File: src/rtl/pred_pkg.sv
// Shared types and sizing for the gshare branch predictor.
// Holds the 2-bit counter encodings, the PHT reset value and the default widths.
package pred_pkg;

    localparam int unsigned PC_W  = 5;
    localparam int unsigned GHR_W = 4;
    localparam int unsigned PHT_N = 2 ** GHR_W;
    localparam int unsigned CNT_W = 16;
    localparam int unsigned BTB_N = 2 ** PC_W;

    typedef enum logic [1:0] {
        SNT = 2'b00,
        WNT = 2'b01,
        WT  = 2'b10,
        ST  = 2'b11
    } cnt2_t;

    localparam cnt2_t PHT_RST = WNT;

    // Direct-mapped BTB entry; indexed by the full PC, so no tag is kept.
    typedef struct packed {
        logic            v;
        logic [PC_W-1:0] tgt;
    } btb_entry_t;

endpackage

File: src/rtl/gshare_predictor_if.sv
// Fetch lookup and Execute update bundle between the pipeline and the gshare predictor.
// The pipeline side is the master; the predictor is the slave.
interface gshare_predictor_if;
    import pred_pkg::*;

    logic [PC_W-1:0]  lk_pc;
    logic             hit;
    logic             prediction;
    logic [GHR_W-1:0] GHR_value;
    logic [PC_W-1:0]  pred_next_pc;

    logic             upd_valid;
    logic [GHR_W-1:0] upd_idx;
    logic [PC_W-1:0]  upd_pc;
    logic [PC_W-1:0]  upd_target;
    logic             upd_taken;
    logic             upd_pred;
    logic             upd_hit;

    logic             mispredict;
    logic [PC_W-1:0]  redirect_pc;
    logic [CNT_W-1:0] mispredict_cnt;

    modport master (
        output lk_pc, upd_valid, upd_idx, upd_pc, upd_target, upd_taken, upd_pred, upd_hit,
        input  hit, prediction, GHR_value, pred_next_pc, mispredict, redirect_pc, mispredict_cnt
    );

    modport slave (
        input  lk_pc, upd_valid, upd_idx, upd_pc, upd_target, upd_taken, upd_pred, upd_hit,
        output hit, prediction, GHR_value, pred_next_pc, mispredict, redirect_pc, mispredict_cnt
    );

endinterface

File: src/rtl/sat_counter2.sv
// 2-bit saturating counter next-state: steps toward ST when taken, toward SNT otherwise.
module sat_counter2
    import pred_pkg::*;
(
    input  cnt2_t cnt_i,
    input  logic  taken_i,
    output cnt2_t cnt_next_c
);

    always_comb begin
        cnt_next_c = cnt_i;
        unique case (cnt_i)
            SNT: cnt_next_c = taken_i ? WNT : SNT;
            WNT: cnt_next_c = taken_i ? WT  : SNT;
            WT:  cnt_next_c = taken_i ? ST  : WNT;
            ST:  cnt_next_c = taken_i ? ST  : WT;
            default: cnt_next_c = cnt_i;
        endcase
    end

endmodule

File: src/rtl/gshare_predictor.sv
// Gshare direction predictor with a direct-mapped BTB: combinational Fetch lookup,
// Execute-side training, mispredict detection and a saturating mispredict counter.
module gshare_predictor
    import pred_pkg::*;
(
    input  logic               clk,
    input  logic               reset,
    gshare_predictor_if.slave  bus
);

    cnt2_t            pht_q [PHT_N];
    cnt2_t            pht_d [PHT_N];
    btb_entry_t       btb_q [BTB_N];
    btb_entry_t       btb_d [BTB_N];
    logic [GHR_W-1:0] ghr_q, ghr_d;
    logic [CNT_W-1:0] mcnt_q, mcnt_d;

    logic [GHR_W-1:0] lk_idx;
    cnt2_t            lk_cnt;
    btb_entry_t       lk_ent;
    logic             lk_pred;
    btb_entry_t       upd_ent;
    logic             eff_pred;
    logic             misp;
    cnt2_t            upd_cnt_next;

    // Fetch lookup reads only registered state, so same-cycle training shows up next cycle.
    assign lk_idx  = bus.lk_pc[GHR_W-1:0] ^ ghr_q;
    assign lk_cnt  = pht_q[lk_idx];
    assign lk_ent  = btb_q[bus.lk_pc];
    assign lk_pred = (lk_cnt == WT) || (lk_cnt == ST);

    assign bus.hit            = lk_ent.v;
    assign bus.prediction     = lk_pred;
    assign bus.GHR_value      = ghr_q;
    assign bus.pred_next_pc   = (lk_ent.v && lk_pred) ? lk_ent.tgt : PC_W'(bus.lk_pc + 1'b1);
    assign bus.mispredict_cnt = mcnt_q;

    // Fetch only redirected when both the BTB hit and the PHT said taken.
    assign upd_ent  = btb_q[bus.upd_pc];
    assign eff_pred = bus.upd_pred & bus.upd_hit;
    assign misp     = bus.upd_valid &
                      ((bus.upd_taken != eff_pred) |
                       (bus.upd_taken & eff_pred & (upd_ent.tgt != bus.upd_target)));

    assign bus.mispredict  = misp;
    assign bus.redirect_pc = bus.upd_taken ? bus.upd_target : PC_W'(bus.upd_pc + 1'b1);

    sat_counter2 u_pht_cnt (
        .cnt_i      (pht_q[bus.upd_idx]),
        .taken_i    (bus.upd_taken),
        .cnt_next_c (upd_cnt_next)
    );

    // Training: PHT, non-speculative history, BTB on taken, statistics on mispredict.
    always_comb begin
        pht_d  = pht_q;
        btb_d  = btb_q;
        ghr_d  = ghr_q;
        mcnt_d = mcnt_q;
        if (bus.upd_valid) begin
            pht_d[bus.upd_idx] = upd_cnt_next;
            ghr_d              = {ghr_q[GHR_W-2:0], bus.upd_taken};
            if (bus.upd_taken) begin
                btb_d[bus.upd_pc].v   = 1'b1;
                btb_d[bus.upd_pc].tgt = bus.upd_target;
            end
            if (misp && (mcnt_q != {CNT_W{1'b1}})) begin
                mcnt_d = mcnt_q + CNT_W'(1);
            end
        end
    end

    always_ff @(posedge clk or negedge reset) begin
        if (!reset) begin
            for (int unsigned i = 0; i < PHT_N; i++) begin
                pht_q[i] <= PHT_RST;
            end
            for (int unsigned i = 0; i < BTB_N; i++) begin
                btb_q[i] <= '0;
            end
            ghr_q  <= '0;
            mcnt_q <= '0;
        end else begin
            pht_q  <= pht_d;
            btb_q  <= btb_d;
            ghr_q  <= ghr_d;
            mcnt_q <= mcnt_d;
        end
    end

endmodule

File: src/flat_wrapper.sv
// flat-port wrapper written by rule: the top's interface ports become plain ports
module gshare_predictor_flat import pred_pkg::*;
  (clk, reset, bus_lk_pc, bus_upd_valid, bus_upd_idx, bus_upd_pc, bus_upd_target, bus_upd_taken, bus_upd_pred, bus_upd_hit, bus_hit, bus_prediction, bus_GHR_value, bus_pred_next_pc, bus_mispredict, bus_redirect_pc, bus_mispredict_cnt);
  gshare_predictor_if bus_i ();
  input  logic clk;
  input  logic reset;
  input wire logic [$bits(bus_i.lk_pc)-1:0] bus_lk_pc;
  input wire logic [$bits(bus_i.upd_valid)-1:0] bus_upd_valid;
  input wire logic [$bits(bus_i.upd_idx)-1:0] bus_upd_idx;
  input wire logic [$bits(bus_i.upd_pc)-1:0] bus_upd_pc;
  input wire logic [$bits(bus_i.upd_target)-1:0] bus_upd_target;
  input wire logic [$bits(bus_i.upd_taken)-1:0] bus_upd_taken;
  input wire logic [$bits(bus_i.upd_pred)-1:0] bus_upd_pred;
  input wire logic [$bits(bus_i.upd_hit)-1:0] bus_upd_hit;
  output wire logic [$bits(bus_i.hit)-1:0] bus_hit;
  output wire logic [$bits(bus_i.prediction)-1:0] bus_prediction;
  output wire logic [$bits(bus_i.GHR_value)-1:0] bus_GHR_value;
  output wire logic [$bits(bus_i.pred_next_pc)-1:0] bus_pred_next_pc;
  output wire logic [$bits(bus_i.mispredict)-1:0] bus_mispredict;
  output wire logic [$bits(bus_i.redirect_pc)-1:0] bus_redirect_pc;
  output wire logic [$bits(bus_i.mispredict_cnt)-1:0] bus_mispredict_cnt;
  assign bus_i.lk_pc = bus_lk_pc;
  assign bus_i.upd_valid = bus_upd_valid;
  assign bus_i.upd_idx = bus_upd_idx;
  assign bus_i.upd_pc = bus_upd_pc;
  assign bus_i.upd_target = bus_upd_target;
  assign bus_i.upd_taken = bus_upd_taken;
  assign bus_i.upd_pred = bus_upd_pred;
  assign bus_i.upd_hit = bus_upd_hit;
  assign bus_hit = bus_i.hit;
  assign bus_prediction = bus_i.prediction;
  assign bus_GHR_value = bus_i.GHR_value;
  assign bus_pred_next_pc = bus_i.pred_next_pc;
  assign bus_mispredict = bus_i.mispredict;
  assign bus_redirect_pc = bus_i.redirect_pc;
  assign bus_mispredict_cnt = bus_i.mispredict_cnt;
  gshare_predictor u_core (.clk(clk), .reset(reset), .bus(bus_i));
endmodule
File: config.mk
export PLATFORM = sky130hd
export DESIGN_NAME = gshare_predictor_flat
export DESIGN_NICKNAME = d
export VERILOG_FILES = /design/src/rtl/pred_pkg.sv /design/src/rtl/gshare_predictor_if.sv /design/src/rtl/sat_counter2.sv /design/src/rtl/gshare_predictor.sv /design/src/flat_wrapper.sv
export SDC_FILE = /design/constraint.sdc
export NUM_CORES = 1
export LEC_CHECK = 0
export BUFFER_PORTS_ARGS = -buffer_cell sky130_fd_sc_hd__buf_2
export CORE_MARGIN = 5
export CORE_UTILIZATION = 59
export CTS_CLUSTER_DIAMETER = 30
export DETAILED_ROUTE_END_ITERATION = 8
export GPL_ROUTABILITY_DRIVEN = 0
export GPL_TIMING_DRIVEN = 0
export PLACE_DENSITY = 0.77
export SYNTH_ARGS = -nofsm -noshare
export SYNTH_HDL_FRONTEND = slang
export SYNTH_SLANG_ARGS = --single-unit
File: constraint.sdc
create_clock -name clk -period 3.9 [get_ports clk]
set_clock_uncertainty 0.05 [all_clocks]
set_input_delay 0.39 -clock clk [delete_from_list [all_inputs] [get_ports clk]]
set_output_delay 0.39 -clock clk [all_outputs]
set_load 0.005 [all_outputs]
# ---- Word-level counts from Yosys, hierarchy flattened
# Index checks and enable logic that the tools add are counted.
dict set report word_totals {
  ff_bits 244
  input_bits 25
  elab_cells 145
}
dict set report classes {
  n_lt_le_gt_ge 6
  muxes 28
  bitwise_logic 10
  n_reduce_logical 8
  n_addsub 3
  n_eq_ne 8
}
# op n
set ops {}
lappend ops {{$bwmux 192} 2}
lappend ops {{$bmux 6 s5} 2}
lappend ops {{$demux 6 s5} 2}
lappend ops {{$bwmux 32} 1}
lappend ops {{$mux 5} 5}
lappend ops {{$mux 6} 3}
lappend ops {{$add 16x1->16 const B} 1}
lappend ops {{$bmux 2 s4} 2}
lappend ops {{$ne 16x16->1 const B} 1}
lappend ops {{$mux 2} 7}
lappend ops {{$ge 6x6->1 const B} 2}
lappend ops {{$not 5->6} 2}
lappend ops {{$add 5x1->5 const B} 2}
lappend ops {{$ge 5x5->1 const B} 2}
lappend ops {{$not 4->5} 2}
lappend ops {{$demux 2 s4} 1}
lappend ops {{$eq 2x2->1 const B} 4}
lappend ops {{$pmux 2 s4} 1}
lappend ops {{$lt 6x1->1 const B} 1}
lappend ops {{$lt 5x1->1 const B} 1}
lappend ops {{$ne 5x5->1} 1}
lappend ops {{$and 1x1->1} 4}
lappend ops {{$logic_and 1x1->1} 4}
lappend ops {{$reduce_and 2->1} 2}
lappend ops {{other kinds (7)} 8}

# ---- Longest topological paths before layout
# Gate-level depths: netlist of the first run.
dict set report logic_depth {
  ltp_word 10
  ltp_mapped 14
  depth_no_buf 9
}

# ---- Hierarchy
# Synthesis of the first run repeated with hierarchy kept, for this count alone.
dict set report hier_totals {
  cells_unflattened 946
  area_unflattened_um2 12976.2
}
# mod instances cells_per_inst area_per_inst_um2 seq_area_each_um2
set by_module_without_submodules {}
lappend by_module_without_submodules {gshare_predictor 1 943 12949.9 6125.9}
lappend by_module_without_submodules {sat_counter2 1 3 26.3 0.0}

# ---- Worst setup path before layout of the first run
# Ideal clock, no wire load.
dict set report synth_path {
  kind {input to output}
  start {input bus_lk_pc[0]}
  end {output bus_pred_next_pc[1]}
  n_path_buf 4
  cell_stages 8
  t_arrival_ps 2896
  setup_slack_ps 564
  cell_sequence {buf_2 buf_2 buf_2 buf_1 mux4_2 mux4_2 mux2i_1 o21ai_0}
}
dict set report synth_via {
  elab_chain_cells 9
  word_cells_on_any_way 15
  cone_classes {add/sub: 1; eq/ne: 2; mux: 7; bitwise: 3; reduce/logical: 2}
}
# element line_no
set synth_rtl {}
lappend synth_rtl {{start: declaration} flat_wrapper.sv:7} ;# input wire logic [$bits(bus_i.lk_pc)-1:0] bus_lk_pc;
lappend synth_rtl {{$xor 4x4->4} gshare_predictor.sv:28} ;# assign lk_idx = bus.lk_pc[GHR_W-1:0] ^ ghr_q;
lappend synth_rtl {{$not 4->5 (implied by the code)} gshare_predictor.sv:29} ;# assign lk_cnt = pht_q[lk_idx];
lappend synth_rtl {{$bmux 2 s4} gshare_predictor.sv:29}
lappend synth_rtl {{$mux 2 (implied by the code) (2 in series)} gshare_predictor.sv:29}
lappend synth_rtl {{$eq 2x2->1} gshare_predictor.sv:31} ;# assign lk_pred = (lk_cnt == WT) || (lk_cnt == ST);
lappend synth_rtl {{$logic_or 1x1->1} gshare_predictor.sv:31}
lappend synth_rtl {{$logic_and 1x1->1} gshare_predictor.sv:36} ;# assign bus.pred_next_pc = (lk_ent.v && lk_pred) ? lk_ent.tgt : PC_W'(bus.lk_pc + 1'b1);
lappend synth_rtl {{$mux 5 *} gshare_predictor.sv:36}
lappend synth_rtl {{end: declaration} flat_wrapper.sv:18} ;# output wire logic [$bits(bus_i.pred_next_pc)-1:0] bus_pred_next_pc;
# Every way passes the cells marked *; elsewhere a longest branch is shown, timed or not. The select of a mux whose other input is x is not followed.

# ---- Final worst setup path of the first run
dict set report layout_path {
  start {input bus_upd_pc[0]}
  end {output bus_mispredict}
}
dict set report layout_via {
  elab_chain_cells 8
}
# element line_no
set layout_rtl {}
lappend layout_rtl {{start: declaration} flat_wrapper.sv:10} ;# input wire logic [$bits(bus_i.upd_pc)-1:0] bus_upd_pc;
lappend layout_rtl {{$not 5->6 (implied by the code)} gshare_predictor.sv:40} ;# assign upd_ent = btb_q[bus.upd_pc];
lappend layout_rtl {{$bmux 6 s5} gshare_predictor.sv:40}
lappend layout_rtl {{$mux 5 (implied by the code) (2 in series)} gshare_predictor.sv:40}
lappend layout_rtl {{$ne 5x5->1} gshare_predictor.sv:44} ;# (bus.upd_taken & eff_pred & (upd_ent.tgt != bus.upd_target)));
lappend layout_rtl {{$and 1x1->1} gshare_predictor.sv:44}
lappend layout_rtl {{$or 1x1->1} gshare_predictor.sv:43} ;# ((bus.upd_taken != eff_pred) |
lappend layout_rtl {{$and 1x1->1} gshare_predictor.sv:42} ;# assign misp = bus.upd_valid &
lappend layout_rtl {{end: declaration} flat_wrapper.sv:19} ;# output wire logic [$bits(bus_i.mispredict)-1:0] bus_mispredict;
# Every way passes these cells. The select of a mux whose other input is x is not followed.

==> results of run 1 <==
-- power groups by stage --
stage	combinational, mW	clock [mW]	sequential (mW)
floorplan	1.02	0	3.27
global placement	1.39	0	3.35
detailed placement	1.44	0	3.38
CTS	1.46	4.80	3.35
global route	1.59	4.95	3.41
finish	1.48	4.77	3.36
-- metal layers --
metal	routed length, microns	global-route usage [%]	up-vias	share of wire, %
met4	1170	8.49	2	3.2
met1	14800	43.7	4740	41
met5	7	0	-	0.019
met3	3610	7.74	96	10
li1	-	-	3784	-
met2	16500	43.9	499	46
-- sequential cells by signal, indices dropped and copies added, names as in the netlist --
| register | flops |
|---|---|
| u_core.bus.GHR_value | 4 |
| u_core.btb_q | 192 |
| u_core.bus.mispredict_cnt | 16 |
| u_core.pht_q | 32 |
-- layout by cell type (no fill, tap or decap), types with 17 or more instances in the layout --
cell,synthesis,layout
clkbuf_1,31,36
clkbuf_16,0,54
o22ai_1,37,37
mux4_2,77,77
nand2_1,27,26
dfrtp_1,228,228
nor2_1,30,30
nand3_1,17,17
buf_2,15,57
nand2b_1,21,21
mux2i_1,77,73
mux2_2,198,198
-- cells by family after synthesis --
logic type               Yosys count  synth area share (%)
adder cells (fa/ha/maj)            9                 0.831
AND/OR/NAND/NOR                  183                  8.39
AO/OA/AOI/OAI                     57                  2.88
flip-flops                       244                  47.3
XOR/XNOR                          26                  1.76
multiplexers                     353                  36.6
buffers and inverters             62                  2.20
-- how the worst max path moves through the flow --
stage / to / slack [ns] / cells after the start
floorplan: bus_pred_next_pc[1] / 0.56 / 8
global placement: u_core.pht_q[29] / -1.97 / 1
detailed placement: bus_pred_next_pc[2] / -0.60 / 10
CTS: bus_mispredict / 0.02 / 11
global route: bus_mispredict / 0.003 / 13
finish: bus_mispredict / -0.03 / 13
-- stage by stage --
| step | std cells | power (mW) | util, % |
|---|---|---|---|
| 5_1_grt | 1371 | 9.96 | 72.3 |
| 3_3_place_gp | 1267 | 4.74 | 62.6 |
| 2_1_floorplan | 934 | 4.29 | - |
| 4_1_cts | 1371 | 9.61 | 72.1 |
| 6_report | 1371 | 9.62 | 72.3 |
| 3_5_place_dp | 1269 | 4.81 | 62.9 |
-- layout make-up --
type	count	area (sq um)	share of cell area (%)
multi-input cells	628	6580	42.0
flip-flops and latches	244	6130	39.1
clock buffers	65	1430	9.14
clock inverters	37	512	3.27
well taps	280	350	2.24
repair buffers	56	340	2.17
plain buffers	57	319	2.04
inverters	4	15.0	0.0958
-- timing repair --
action,CTS,global route
hold buffers,1,0
endpoints found under the hold margin,91,0
buffers inserted,0,0
gates resized for setup,18,11
setup endpoints to repair,6,6
==> results_dict.tcl, run 1 <==
set metrics [dict create \
    status "complete, but fails checks" \
    violations "setup timing" \
    critPathLaunch "bus_upd_pc[0]" \
    grt_pass1_wl_mm 55.6 \
    hpwlAfterDp_mm 25.1 \
    synth_top_flop_cell "dfrtp_1" \
    cp.buffers_inverters 6 \
    power.density_nw_per_um2 614 \
    grt_pass1_vias 9126 \
    avgRoutedWirePerCell_microns 26.3 \
    synth_area_per_cell_sq_um 13.9 \
    final.fill_count 1389 \
    synth_top_area_share_pct 44.0 \
    first_pass_iters 5 \
    cts_sinks 244 \
    diodes 0 \
    yosysMostFrequentCell "dfrtp_1" \
    ant_nets 0 \
    final_cell_area_sq_um 15700 \
    report.final.slew_viol_count 0 \
    cts_root_buf "clkbuf_16" \
    hold_viol 0 \
    die_y_microns 158 \
    power.leakage_nw 7.06 \
    min_path_cells 2 \
    rrSetupSlack_ns 0.81 \
    syn_inst 934 \
    maxCapViolations 0 \
    drt-total-wl_mm 36.1 \
    setup_tns_ns -0.0320 \
    critPathRequiredTime_ns 3.46 \
    switching_share_pct 26.5 \
    cp-start-kind "primary input" \
    antenna_found_initial 1 \
    fp.dieW_microns 158 \
    pre_cts_slack_ns -0.603 \
    cpLargestDelayFamily "buffers and inverters" \
    grt_max_degree 93 \
    slew_headroom_pct 32.8 \
    first_iter_violations 940 \
    crit_path_end_kind "primary output" \
    dieArea_sq_um 25000 \
    grt_overflow 0 \
    num_vias 9121 \
    grt_usage_pct 29.6 \
    slowest_delay_ns 0.45 \
    hp-start "bus_upd_target[1]" \
    clock_latency_ns 0.56 \
    rsz0062_at_grt "false" \
    cp_slowest_cell "o41ai_4" \
    nNetsFinal 1077 \
    p_sw_mw 2.55 \
    synthTopCellsByArea "dfrtp_1 44%, mux2_2 17%, mux4_2 13%" \
    placed_area_sq_um 13600 \
    syn2layout_area_growth_pct 21.0 \
    vias_per_cell 6.65 \
    synthDistinctLibCells 45 \
    synth_area_sq_um 13000 \
    clock_path_buffers 3 \
    fmax_mhz 254 \
    critical_path_class "in2out" \
    crit_path_cell_trace "buf_2 > clkbuf_4 > buf_6 > buf_4 > buf_6 > mux2i_1 > o22ai_1 > nor4_1 > nand2_1 > xor2_1 > o41ai_4 > a21boi_0 > buf_2" \
    h-tree-depth 2 \
    timing.rr.start "u_core.btb_q[145]" \
    crit_arrival_ns 3.49 \
    internal-power_mw 7.07 \
    core_sq_um 21700 \
    async_reset_ff_share_pct 100 \
    reg2reg_depth 10 \
    min_path_type "in2reg" \
    cts_tree "done" \
    numPortBuffers 53 \
    combPwrFrac_pct 15.4 \
    pwr-share-seq_pct 35.0 \
    rr_endpoint "u_core.bus.mispredict_cnt[11]" \
    crit_path_max_fanout 10 \
    ioPinCount 58 \
    layout_setup_ws_ns -0.0320 \
    synth_edf_count 0 \
    post-route-min-period_ns 3.93 \
    hold_slack_ns 0.147 \
    setup_viol 1 \
    drcViolationCount 0 \
    synth_nets 966 \
    irDropWorstVdd_uv 371 \
    rows 54 \
    min_to "u_core.btb_q[55]" \
    clkTransAtPathRegs_ns 0.05 \
    seq_area_frac_synth_pct 47.3 \
    synth-seq-cells 244 \
    cts_inserted_buffers 54 \
    drive_gt1_share_pct 45.6 \
    yosysWarnings 0 \
    synth_area_leader_cell "dfrtp_1" \
    p_clk_share_pct 49.6 \
    max_slew.worst_pin.slew_ns 1.01 \
    synthTopCellsByCount "228 x dfrtp_1, 198 x mux2_2, 77 x mux2i_1, 77 x mux4_2, 37 x o22ai_1" \
    period_share_pct 101 \
    initial_core_util_pct 59.7 \
]
(Power assumes the default switching activity.)
==> run 2: changes to the inputs <==
--- a/config.mk
+++ b/config.mk
@@ -5,14 +5,14 @@
 export SDC_FILE = /design/constraint.sdc
 export NUM_CORES = 1
 export LEC_CHECK = 0
-export BUFFER_PORTS_ARGS = -buffer_cell sky130_fd_sc_hd__buf_2
 export CORE_MARGIN = 5
 export CORE_UTILIZATION = 59
 export CTS_CLUSTER_DIAMETER = 30
 export DETAILED_ROUTE_END_ITERATION = 8
+export DONT_BUFFER_PORTS = 1
 export GPL_ROUTABILITY_DRIVEN = 0
 export GPL_TIMING_DRIVEN = 0
-export PLACE_DENSITY = 0.77
+export PLACE_DENSITY = 0.75
 export SYNTH_ARGS = -nofsm -noshare
 export SYNTH_HDL_FRONTEND = slang
 export SYNTH_SLANG_ARGS = --single-unit
==> results_dict.tcl, run 2 (synthesis gave the netlist of run 1 again) <==
set metrics [dict create \
    status "complete, but fails checks" \
    violations "hold timing" \
    cts_setup_buffers 0 \
    crit_path_end_kind "primary output" \
    antenna_found_initial 0 \
    final.fill_count 1446 \
    pre_cts_slack_ns -0.396 \
    grt_use_met1_pct 42.0 \
    drt-total-wl_mm 36.0 \
    cts_tree "done" \
    seqCellArea_sq_um 6130 \
    layout_commonest_cell "dfrtp_1" \
    setup_viol 0 \
    cp-start-kind "primary input" \
    critical_path_class "in2out" \
    vias_per_cell 6.75 \
    multi_input_area_sq_um 6570 \
    cts_inserted_buffers 53 \
    maxCapViolations 0 \
    grt_pass1_wl_mm 55.5 \
    nNetsFinal 1026 \
    irDropWorstVdd_uv 495 \
    syn2layout_area_growth_pct 18.0 \
    power.density_nw_per_um2 615 \
    placed_area_sq_um 13300 \
    clock_path_buffers 3 \
    die_y_microns 158 \
    use_met2_pct 44.3 \
    report.final.slew_viol_count 0 \
    post-route-min-period_ns 3.89 \
    grtUsageMet3_pct 9.70 \
    dieArea_sq_um 25000 \
    crit_arrival_ns 3.45 \
    avgRoutedWirePerCell_microns 27.3 \
    ioPinCount 58 \
    drcViolationCount 0 \
    cts-hold-fix-buffers 5 \
    grt_max_degree 245 \
    period_share_pct 99.7 \
    clkTransAtPathRegs_ns 0.05 \
    fin_cells 1319 \
    first_pass_iters 6 \
    final_cell_area_sq_um 15300 \
    critPathRequiredTime_ns 3.46 \
    ant_nets 0 \
    largest_register_ffs 192 \
    numPortBuffers 0 \
    layout_setup_ws_ns 0.0102 \
    power.leakage_nw 6.83 \
    mostFrequentLayoutCells "228 x dfrtp_1, 198 x mux2_2, 77 x mux4_2, 77 x mux2i_1, 53 x clkbuf_16" \
    fin_util_pct 70.5 \
    min_path_type "in2async" \
    num_vias 8900 \
    rows 54 \
    slew_headroom_pct 30.3 \
    hold_viol 244 \
    h-tree-depth 2 \
    dp_cells 1214 \
    initial_core_util_pct 59.7 \
    cts_sinks 244 \
    total_power_mw 9.40 \
    drive_gt1_share_pct 42.2 \
    fp.dieW_microns 158 \
    crit_path_max_fanout 10 \
    grt_pass1_vias 9039 \
    cts_root_buf "clkbuf_16" \
    hold_slack_ns -0.503 \
    first_iter_violations 792 \
    fmax_mhz 257 \
    grt-busiest-layer "met2" \
    core_sq_um 21700 \
    max_slew.worst_pin.slew_ns 1.05 \
    grt_usage_pct 29.7 \
    clock_latency_ns 0.55 \
    hpwlAfterDp_mm 24.8 \
    regMostFlops "u_core.btb_q" \
    setup_tns_ns 0 \
    grt_overflow 0 \
]
## run 2: layer usage
metal | wire [microns] | up-vias
met5 | 0 | -
met4 | 1110 | 0
met3 | 3860 | 102
met2 | 16400 | 468
met1 | 14600 | 4643
li1 | - | 3687
## run 2: layout make-up
class | count | area share (%)
Buffer | 58 | 1.88
Tap cell | 280 | 2.29
Clock buffer | 64 | 9.28
Antenna cell | 2 | 0.0328
Sequential cell | 244 | 40.1
Timing Repair Buffer | 5 | 0.328
Inverter | 4 | 0.0983
Clock inverter | 34 | 3.04
Multi-Input combinational cell | 628 | 43.0
## run 2: final timing paths
kind / startpoint / endpoint / depth (start not counted) / slack [ns]
setup / recovery: bus_upd_pc[0] / bus_mispredict / 11 / 0.01
hold / removal: reset / u_core.btb_q[164] / 0 / -0.50
setup reg to reg: u_core.btb_q[32] / u_core.bus.mispredict_cnt[15] / 10 / 0.79
hold reg to reg: u_core.btb_q[59] / u_core.btb_q[59] / 1 / 0.41
max in group asynchronous: reset / u_core.pht_q[16] / 0 / 3.89
min in group clk: bus_upd_idx[3] / u_core.pht_q[15] / 2 / 0.09
## run 2: what timing repair did
| item | 4_1_cts | 5_1_grt |
|---|---|---|
| gates resized for setup | 8 | 10 |
| hold endpoints to repair | 259 | 244 |
| setup endpoints to repair | 5 | 5 |
## run 2: report_power, final
part | total (mW) | leakage (nW) | internal, mW | switching [mW]
clock network | 4.69 | 0.924 | 3.24 | 1.45
logic | 1.34 | 2.74 | 0.743 | 0.600
registers | 3.37 | 3.17 | 3.03 | 0.343
## run 2: worst max-delay path, cell delays in order
cell      delay, ns
buf_2          0.22
buf_4          0.29
buf_4          0.27
buf_2          0.39
mux2i_1        0.40
o22ai_1        0.17
nor4_1         0.35
nand2_1        0.11
xor2_1         0.20
o41ai_4        0.44
a21boi_0       0.19
